File: config.mk
export PLATFORM = sky130hd
export DESIGN_NAME = i2c_reg_bank
export DESIGN_NICKNAME = d
export VERILOG_FILES = /design/src/rtl/i2c_pkg.sv /design/src/rtl/i2c_reg_pointer.sv /design/src/rtl/i2c_reg_bank.sv
export SDC_FILE = /design/constraint.sdc
export NUM_CORES = 1
export LEC_CHECK = 0
export ABC_AREA = 1
export BUFFER_PORTS_ARGS = -buffer_cell sky130_fd_sc_hd__buf_2
export CAP_MARGIN = 30
export CORE_UTILIZATION = 51
export DETAILED_ROUTE_END_ITERATION = 16
export PLACE_DENSITY_LB_ADDON = 0.15
export SETUP_SLACK_MARGIN = 0.2
export SYNTH_ARGS = -nofsm -noshare
export SYNTH_HDL_FRONTEND = slang
export SYNTH_SLANG_ARGS = --single-unit
File: constraint.sdc
create_clock -name clk -period 5.2 [get_ports clk]
set_clock_uncertainty 0.05 [all_clocks]
set_input_delay 1.04 -clock clk [delete_from_list [all_inputs] [get_ports clk]]
set_output_delay 1.04 -clock clk [all_outputs]
set_load 0.01 [all_outputs]
File: src/rtl/i2c_pkg.sv
// Shared definitions for the I2C register bank: transaction states and byte-level constants.
package i2c_pkg;

  localparam int I2C_BYTE_W = 8;
  localparam logic I2C_RW_READ = 1'b1;
  localparam logic [I2C_BYTE_W-1:0] I2C_RD_OOR = 8'hFF;

  typedef enum logic [1:0] {
    ST_IDLE,
    ST_PTR,
    ST_WR,
    ST_RD
  } i2c_state_e;

endpackage

File: src/rtl/i2c_reg_pointer.sv
// Register pointer for the I2C register bank.
// Supports a full-byte load and an auto-increment that wraps at the last register.
module i2c_reg_pointer
  import i2c_pkg::*;
#(
  parameter int NUM_REGS = 8,
  parameter int AUTO_INC = 1
) (
  input  logic                  clk,
  input  logic                  rst,
  input  logic                  load_i,
  input  logic [I2C_BYTE_W-1:0] load_val_i,
  input  logic                  advance_i,
  output logic [I2C_BYTE_W-1:0] ptr_o
);

  localparam logic [I2C_BYTE_W-1:0] LAST_IDX = I2C_BYTE_W'(NUM_REGS - 1);

  logic [I2C_BYTE_W-1:0] ptr_q, ptr_d;

  // An out-of-range pointer holds, so reads keep returning the filler byte.
  always_comb begin
    ptr_d = ptr_q;
    if (load_i) begin
      ptr_d = load_val_i;
    end else if (advance_i && (AUTO_INC != 0)) begin
      if (ptr_q < LAST_IDX) begin
        ptr_d = ptr_q + 1'b1;
      end else if (ptr_q == LAST_IDX) begin
        ptr_d = '0;
      end
    end
  end

  always_ff @(posedge clk) begin
    if (rst) begin
      ptr_q <= '0;
    end else begin
      ptr_q <= ptr_d;
    end
  end

  assign ptr_o = ptr_q;

endmodule

File: src/rtl/i2c_reg_bank.sv
// I2C-addressed register file behind the simple slave's strobe interface.
// Provides a pointer byte, auto-incrementing bursts, and read-only registers.
module i2c_reg_bank
  import i2c_pkg::*;
#(
  parameter int                        NUM_REGS   = 8,
  parameter logic [NUM_REGS-1:0]       RO_MASK    = '0,
  parameter logic [NUM_REGS*8-1:0]     RESET_VALS = '0,
  parameter int                        AUTO_INC   = 1
) (
  input  logic                      clk,
  input  logic                      rst,
  input  logic [I2C_BYTE_W-1:0]     i2c_addr_rw,
  input  logic                      i2c_addr_rw_valid_stb,
  input  logic [I2C_BYTE_W-1:0]     i2c_data_rx,
  input  logic                      i2c_data_rx_valid_stb,
  output logic [I2C_BYTE_W-1:0]     i2c_data_tx,
  input  logic                      i2c_data_tx_loaded_stb,
  input  logic                      i2c_error_stb,
  input  logic [NUM_REGS*8-1:0]     regs_in,
  output logic [NUM_REGS*8-1:0]     regs_out,
  output logic [NUM_REGS-1:0]       reg_wr_stb,
  output logic [I2C_BYTE_W-1:0]     ptr
);

  i2c_state_e state_q, state_d;

  logic [I2C_BYTE_W-1:0] regs_q [NUM_REGS];
  logic [NUM_REGS*8-1:0] regs_in_q;
  logic [NUM_REGS-1:0]   wr_stb_q, wr_stb_d;
  logic [I2C_BYTE_W-1:0] tx_q, rd_val;
  logic [I2C_BYTE_W-1:0] ptr_cur;
  logic                  ptr_load, ptr_adv, wr_req;

  i2c_reg_pointer #(
    .NUM_REGS (NUM_REGS),
    .AUTO_INC (AUTO_INC)
  ) u_ptr (
    .clk        (clk),
    .rst        (rst),
    .load_i     (ptr_load),
    .load_val_i (i2c_data_rx),
    .advance_i  (ptr_adv),
    .ptr_o      (ptr_cur)
  );

  // Error abort outranks everything; a new address byte outranks same-cycle data strobes.
  always_comb begin
    state_d  = state_q;
    ptr_load = 1'b0;
    ptr_adv  = 1'b0;
    wr_req   = 1'b0;
    if (i2c_error_stb) begin
      state_d = ST_IDLE;
    end else if (i2c_addr_rw_valid_stb) begin
      state_d = (i2c_addr_rw[0] == I2C_RW_READ) ? ST_RD : ST_PTR;
    end else begin
      unique case (state_q)
        ST_PTR: begin
          if (i2c_data_rx_valid_stb) begin
            ptr_load = 1'b1;
            state_d  = ST_WR;
          end
        end
        ST_WR: begin
          if (i2c_data_rx_valid_stb) begin
            wr_req  = 1'b1;
            ptr_adv = 1'b1;
          end
        end
        ST_RD: begin
          if (i2c_data_tx_loaded_stb) begin
            ptr_adv = 1'b1;
          end
        end
        default: ;
      endcase
    end
  end

  always_ff @(posedge clk) begin
    if (rst) begin
      state_q <= ST_IDLE;
    end else begin
      state_q <= state_d;
    end
  end

  always_comb begin
    wr_stb_d = '0;
    for (int i = 0; i < NUM_REGS; i++) begin
      wr_stb_d[i] = wr_req && (ptr_cur == I2C_BYTE_W'(i)) && !RO_MASK[i];
    end
  end

  always_ff @(posedge clk) begin
    if (rst) begin
      for (int i = 0; i < NUM_REGS; i++) begin
        regs_q[i] <= RO_MASK[i] ? 8'h00 : RESET_VALS[i*8 +: 8];
      end
      wr_stb_q <= '0;
    end else begin
      for (int i = 0; i < NUM_REGS; i++) begin
        if (wr_stb_d[i]) begin
          regs_q[i] <= i2c_data_rx;
        end
      end
      wr_stb_q <= wr_stb_d;
    end
  end

  // Fabric inputs pass through one flop before reaching the read mux.
  always_ff @(posedge clk) begin
    regs_in_q <= regs_in;
  end

  always_comb begin
    rd_val = I2C_RD_OOR;
    for (int i = 0; i < NUM_REGS; i++) begin
      if (ptr_cur == I2C_BYTE_W'(i)) begin
        rd_val = RO_MASK[i] ? regs_in_q[i*8 +: 8] : regs_q[i];
      end
    end
  end

  always_ff @(posedge clk) begin
    if (rst) begin
      tx_q <= RO_MASK[0] ? regs_in_q[7:0] : RESET_VALS[7:0];
    end else begin
      tx_q <= rd_val;
    end
  end

  always_comb begin
    regs_out = '0;
    for (int i = 0; i < NUM_REGS; i++) begin
      regs_out[i*8 +: 8] = RO_MASK[i] ? 8'h00 : regs_q[i];
    end
  end

  assign i2c_data_tx = tx_q;
  assign reg_wr_stb  = wr_stb_q;
  assign ptr         = ptr_cur;

endmodule

# ---- After elaboration in Yosys (flattened, before gate mapping)
# Memories as Yosys holds them, arrays and structs flattened.
# Cells that the tools add are included.
dict set report op_classes {
  addsub 1
  mul 0
  div 0
  n_lt_le_gt_ge 1
  eq_ne 10
  shift 0
  muxes 61
  bitwise 8
  n_reduce_logical 16
}
# cell count
set op_table {}
lappend op_table {{8-bit 2-to-1 mux} 20}
lappend op_table {{1-bit 2-to-1 mux} 36}
lappend op_table {{8-bit by 3-bit equality test with 1-bit output (second input constant)} 4}
lappend op_table {{8-bit by 2-bit equality test with 1-bit output (second input constant)} 2}
lappend op_table {{8-bit by 1-bit adder with 8-bit output (second input constant)} 1}
lappend op_table {{8-bit by 1-bit equality test with 1-bit output (second input constant)} 1}
lappend op_table {{1-bit logical AND} 8}
lappend op_table {{8-bit logical NOT} 1}
lappend op_table {{8-bit by 3-bit < comparator with 1-bit output (second input constant)} 1}
lappend op_table {{2-bit 2-to-1 mux} 4}
lappend op_table {{1-bit bitwise OR} 8}
lappend op_table {{2-bit nonzero test} 3}
lappend op_table {{2-bit equality test (second input constant)} 2}
lappend op_table {{2-bit AND reduction} 2}
lappend op_table {{3-bit nonzero test} 1}
lappend op_table {{2-bit by 1-bit equality test with 1-bit output (second input constant)} 1}
lappend op_table {{1-bit one-hot mux with 2 select lines} 1}
lappend op_table {{2-bit OR reduction} 1}
dict set report word_totals {
  regBits 26
  latchBits 0
  mem_bits_rw 64
  romBits 0
  in_bits 86
  out_inout_bits 88
  wordCells 102
  n_memories 1
}
# memory depth word_bits rd rd_clocked_by_memory_dff wr line
set memory_table {}
lappend memory_table {regs_q 8 8 8 0 8 i2c_reg_bank.sv:28} ;# logic [I2C_BYTE_W-1:0] regs_q [NUM_REGS];

# ---- Longest topological paths before layout
dict set report depth {
  word_depth 9
  mapped_depth 15
  ltp_nobuf 14
}

# ---- Modules after synthesis
# Synthesis repeated with hierarchy kept, for this count alone.
dict set report hier_totals {
  cells_unflattened 437
  hier_area_um2 4051.4
}
# module instances cells_each area_per_inst_um2 seq_area_each_um2
set by_module_without_submodules {}
lappend by_module_without_submodules {i2c_reg_bank 1 374 3631.0 2282.2}
lappend by_module_without_submodules {i2c_reg_pointer 1 63 420.4 160.2}

# ---- Worst setup path after synthesis
# Ideal clock, no wire load.
dict set report synth_path {
  path_type {input to register}
  start {in i2c_addr_rw_valid_stb}
  end {mem regs_q[6][0] (netlist: regs_q[1][16]) (enable)}
  setup_time_ps 384
  t_arrival_ps 2123
  t_required_ps 4766
  setup_slack_ps 2643
  cell_stages 5
  path_buffers 0
  cell_sequence {inv_1 > nand2_1 > nor2_4 > inv_1 > o21ai_0}
}
# element line
set synth_rtl {}
lappend synth_rtl {{start, declared} i2c_reg_bank.sv:14} ;# input logic i2c_addr_rw_valid_stb,
lappend synth_rtl {{end, declared} i2c_reg_bank.sv:28}

==> qor.yml <==
n_antenna_cell: 0
portion_of_total_power_attributed_to_combinational_logic: 0.094
final-setup-viol-count: 0
status: "complete, no violations"
final_period_minus_worst_setup_slack_ns: 2.87
hp_class: "register to register"
critPathMostFrequentCell: "inv_1"
critical_path_data_required_time_ns: 5.23
yosys_register_bits: 90
drt_first_iter_violations: 235
hold_path_startpoint: "u_ptr.ptr_o[6]"
port-buffer-count: 102
hold_depth: 2
yosysSeqAreaShare: 0.619
slew_headroom: 0.344
p_switching_mw: 0.363
pins_over_slew_limit: 0
cpPeakStageDelay_ns: 0.80
final_design_area_no_fill_um2: 4750
chipWidth_um: 90.0
grt_first_pass_wirelength_mm: 15.6
final_common_cell: "buf_2"
netlist_area_um2: 3950
synth_enable_flop_cells: 64
worst_hold_path.endpoint: "u_ptr.ptr_o[6]"
hold_violations: 0
initial_utilization: 0.535
clockBufferDepth: 2
num_rows: 31
worstSetupStartpoint: "u_ptr.ptr_o[0]"
core_region_area_um2: 7370
drive_above_1_share: 0.256
track_usage: 0.259
seqPwrFrac: 0.560
detailedRoute.firstPassIterationCount: 4
p_leak_nw: 2.15
postPlaceCellArea_um2: 4530
critical_register_to_register_path_endpoint: "regs_q[1][18]"
grt_max_degree: 23
timing.reg2reg.worst_path_depth: 7
clk_pin_slew_worst_paths_ns: 0.08
route.detailed.drc: 0
flow.area_growth_from_synthesis_pct: 20.3
cts_buffers: 9
fillerInstances: 640
grt_antenna_before_repair: 0
clock-sinks: 90
power.share.switching: 0.250
setup.reg_to_reg.worst_slack_ns: 2.33
timing_worst_setup_path_type: "register to register"
chipHeight_um: 90.0
vias_in_the_first_global_route: 3038
period_share: 0.552
worstSkewPairLatency_ns: 0.36
cts_root_buf: "clkbuf_8"
final_weighted_congestion_in_routability_driven_placement: 0.908
max-vdd-ir-drop_mv: 0.180
power_frac_clock: 0.347
synth.avg_cell_area_um2: 9.42
cp_data_arrival_time_ns: 2.90
wl_mm: 10.1
setup_tns_ns: 0
cts_tree: "built"
cts_max_level: 3
cts_hold_repair.buffers: 0
start_kind: "register"
internal-power_mw: 1.09
async_reset_ff_frac: 0
dpl_hpwl_mm: 7.16
drt-vias-per-instance: 5.26
max-cap-violations: 0
boundaryPins: 174
cellPowerDensity_nw_per_um2: 306
setup_repair_after_global_routing_missed_its_margin: "false"
wl_cell_um: 16.1
final_nets: 613
route.antenna.remaining_nets: 0
synthCells: 419
vias: 3301
fmax_mhz: 349
synth.distinct_cells: 28
postCtsResizedCells: 0
post_cts.repair.setup_buffers: 0
r2r-start: "u_ptr.ptr_o[0]"
layout_common_cells: "buf_2 (102), nor2_1 (84), nand2_1 (83)"
timing.critical_path.slowest_stage_cell: "nor3_2"
tightest_slew_ns: 0.979
synth.net_count: 509
worst_setup_path_end_kind: "register"
gr-total-overflow: 0
critical_path.cell_chain: "inv_1 -> ha_1 -> inv_1 -> nor3_2 -> inv_1 -> o21ai_0 -> buf_4"
yosys_warnings: 0
top_reg_cell_synth: "edfxtp_1"
path_max_fanout: 14
fp.dieArea_um2: 8090
## sequential cells by signal, indices dropped and copies added (netlist names)
name,count
regs_q,64
state_q,2
reg_wr_stb,8
u_ptr.ptr_o,8
i2c_data_tx,8
## power groups by stage
stage	sequential [mW]	combinational [mW]	clock (mW)
floorplan	0.842	0.0569	0
global placement	0.828	0.130	0
detailed placement	0.829	0.134	0
CTS	0.812	0.135	0.504
global route	0.817	0.148	0.536
finish	0.812	0.136	0.503
## area by class of cell
type	instances	area, µm²	area share
flip-flops and latches	90	2440	0.515
multi-input cells	267	1250	0.263
repair buffers	105	533	0.112
inverters	50	188	0.0395
clock buffers	11	151	0.0319
well taps	99	124	0.0261
clock inverters	5	60.1	0.0127
## cells by family after synthesis
logic type	after synthesis	share of synthesized area
adders and majority gates	4	0.0127
buffers and inverters	62	0.0647
DFF	90	0.619
and+or+nand+nor	197	0.210
AOI/OAI and AO/OA	66	0.0932
## routing by layer
metal  wire length, µm  global-route usage  vias up
met1              4460               0.352     1539
met2              4530               0.400      157
met5                 0                   0        -
met3               792              0.0457       22
met4               329               0.136        0
li1                  -                   -     1583
## worst max path at each step
stage / cells past startpoint / slack [ns] / endpoint
2_1_floorplan: 5 / 2.64 / regs_q[1][16]
3_3_place_gp: 6 / 2.04 / regs_q[1][21]
3_5_place_dp: 4 / 2.22 / regs_q[1][21]
4_1_cts: 7 / 2.35 / regs_q[1][18]
5_1_grt: 7 / 2.11 / regs_q[1][21]
6_report: 7 / 2.33 / regs_q[1][18]
## synthesized netlist by cell type, types with 4 or more instances
cell,instances,area share
nand3_1,8,0.010
ha_1,4,0.013
nand2_1,83,0.079
inv_1,48,0.046
a21oi_1,40,0.051
dfxtp_1,26,0.13
o31ai_1,4,0.0076
nor2_1,84,0.080
clkbuf_1,4,0.0038
edfxtp_1,64,0.49
buf_2,6,0.0076
o21ai_0,11,0.014
nor3_1,9,0.011
nor2_2,4,0.0063
o22ai_1,5,0.0079
## metrics by stage
stage / power, mW / util / worst slack (ns) / hold WS [ns] / instances
6_report: 1.45 / 0.644 / 2.33 / 0.467 / 627
4_1_cts: 1.45 / 0.644 / 2.35 / 0.468 / 627
2_1_floorplan: 0.899 / - / 2.64 / 0.423 / 419
3_3_place_gp: 0.958 / 0.613 / 2.04 / 0.439 / 609
3_5_place_dp: 0.962 / 0.615 / 2.22 / 0.455 / 611
5_1_grt: 1.50 / 0.644 / 2.11 / 0.481 / 627
## critical path, delay by kind of cell (launching register included)
kind,cells,cell delay [ns]
and+or+nand+nor,1,0.80
buffers and inverters,4,0.68
AOI/OAI and AO/OA,1,0.52
DFF,1,0.37
adders and majority gates,1,0.15
Note: power is estimated with default switching activity, not from simulation.
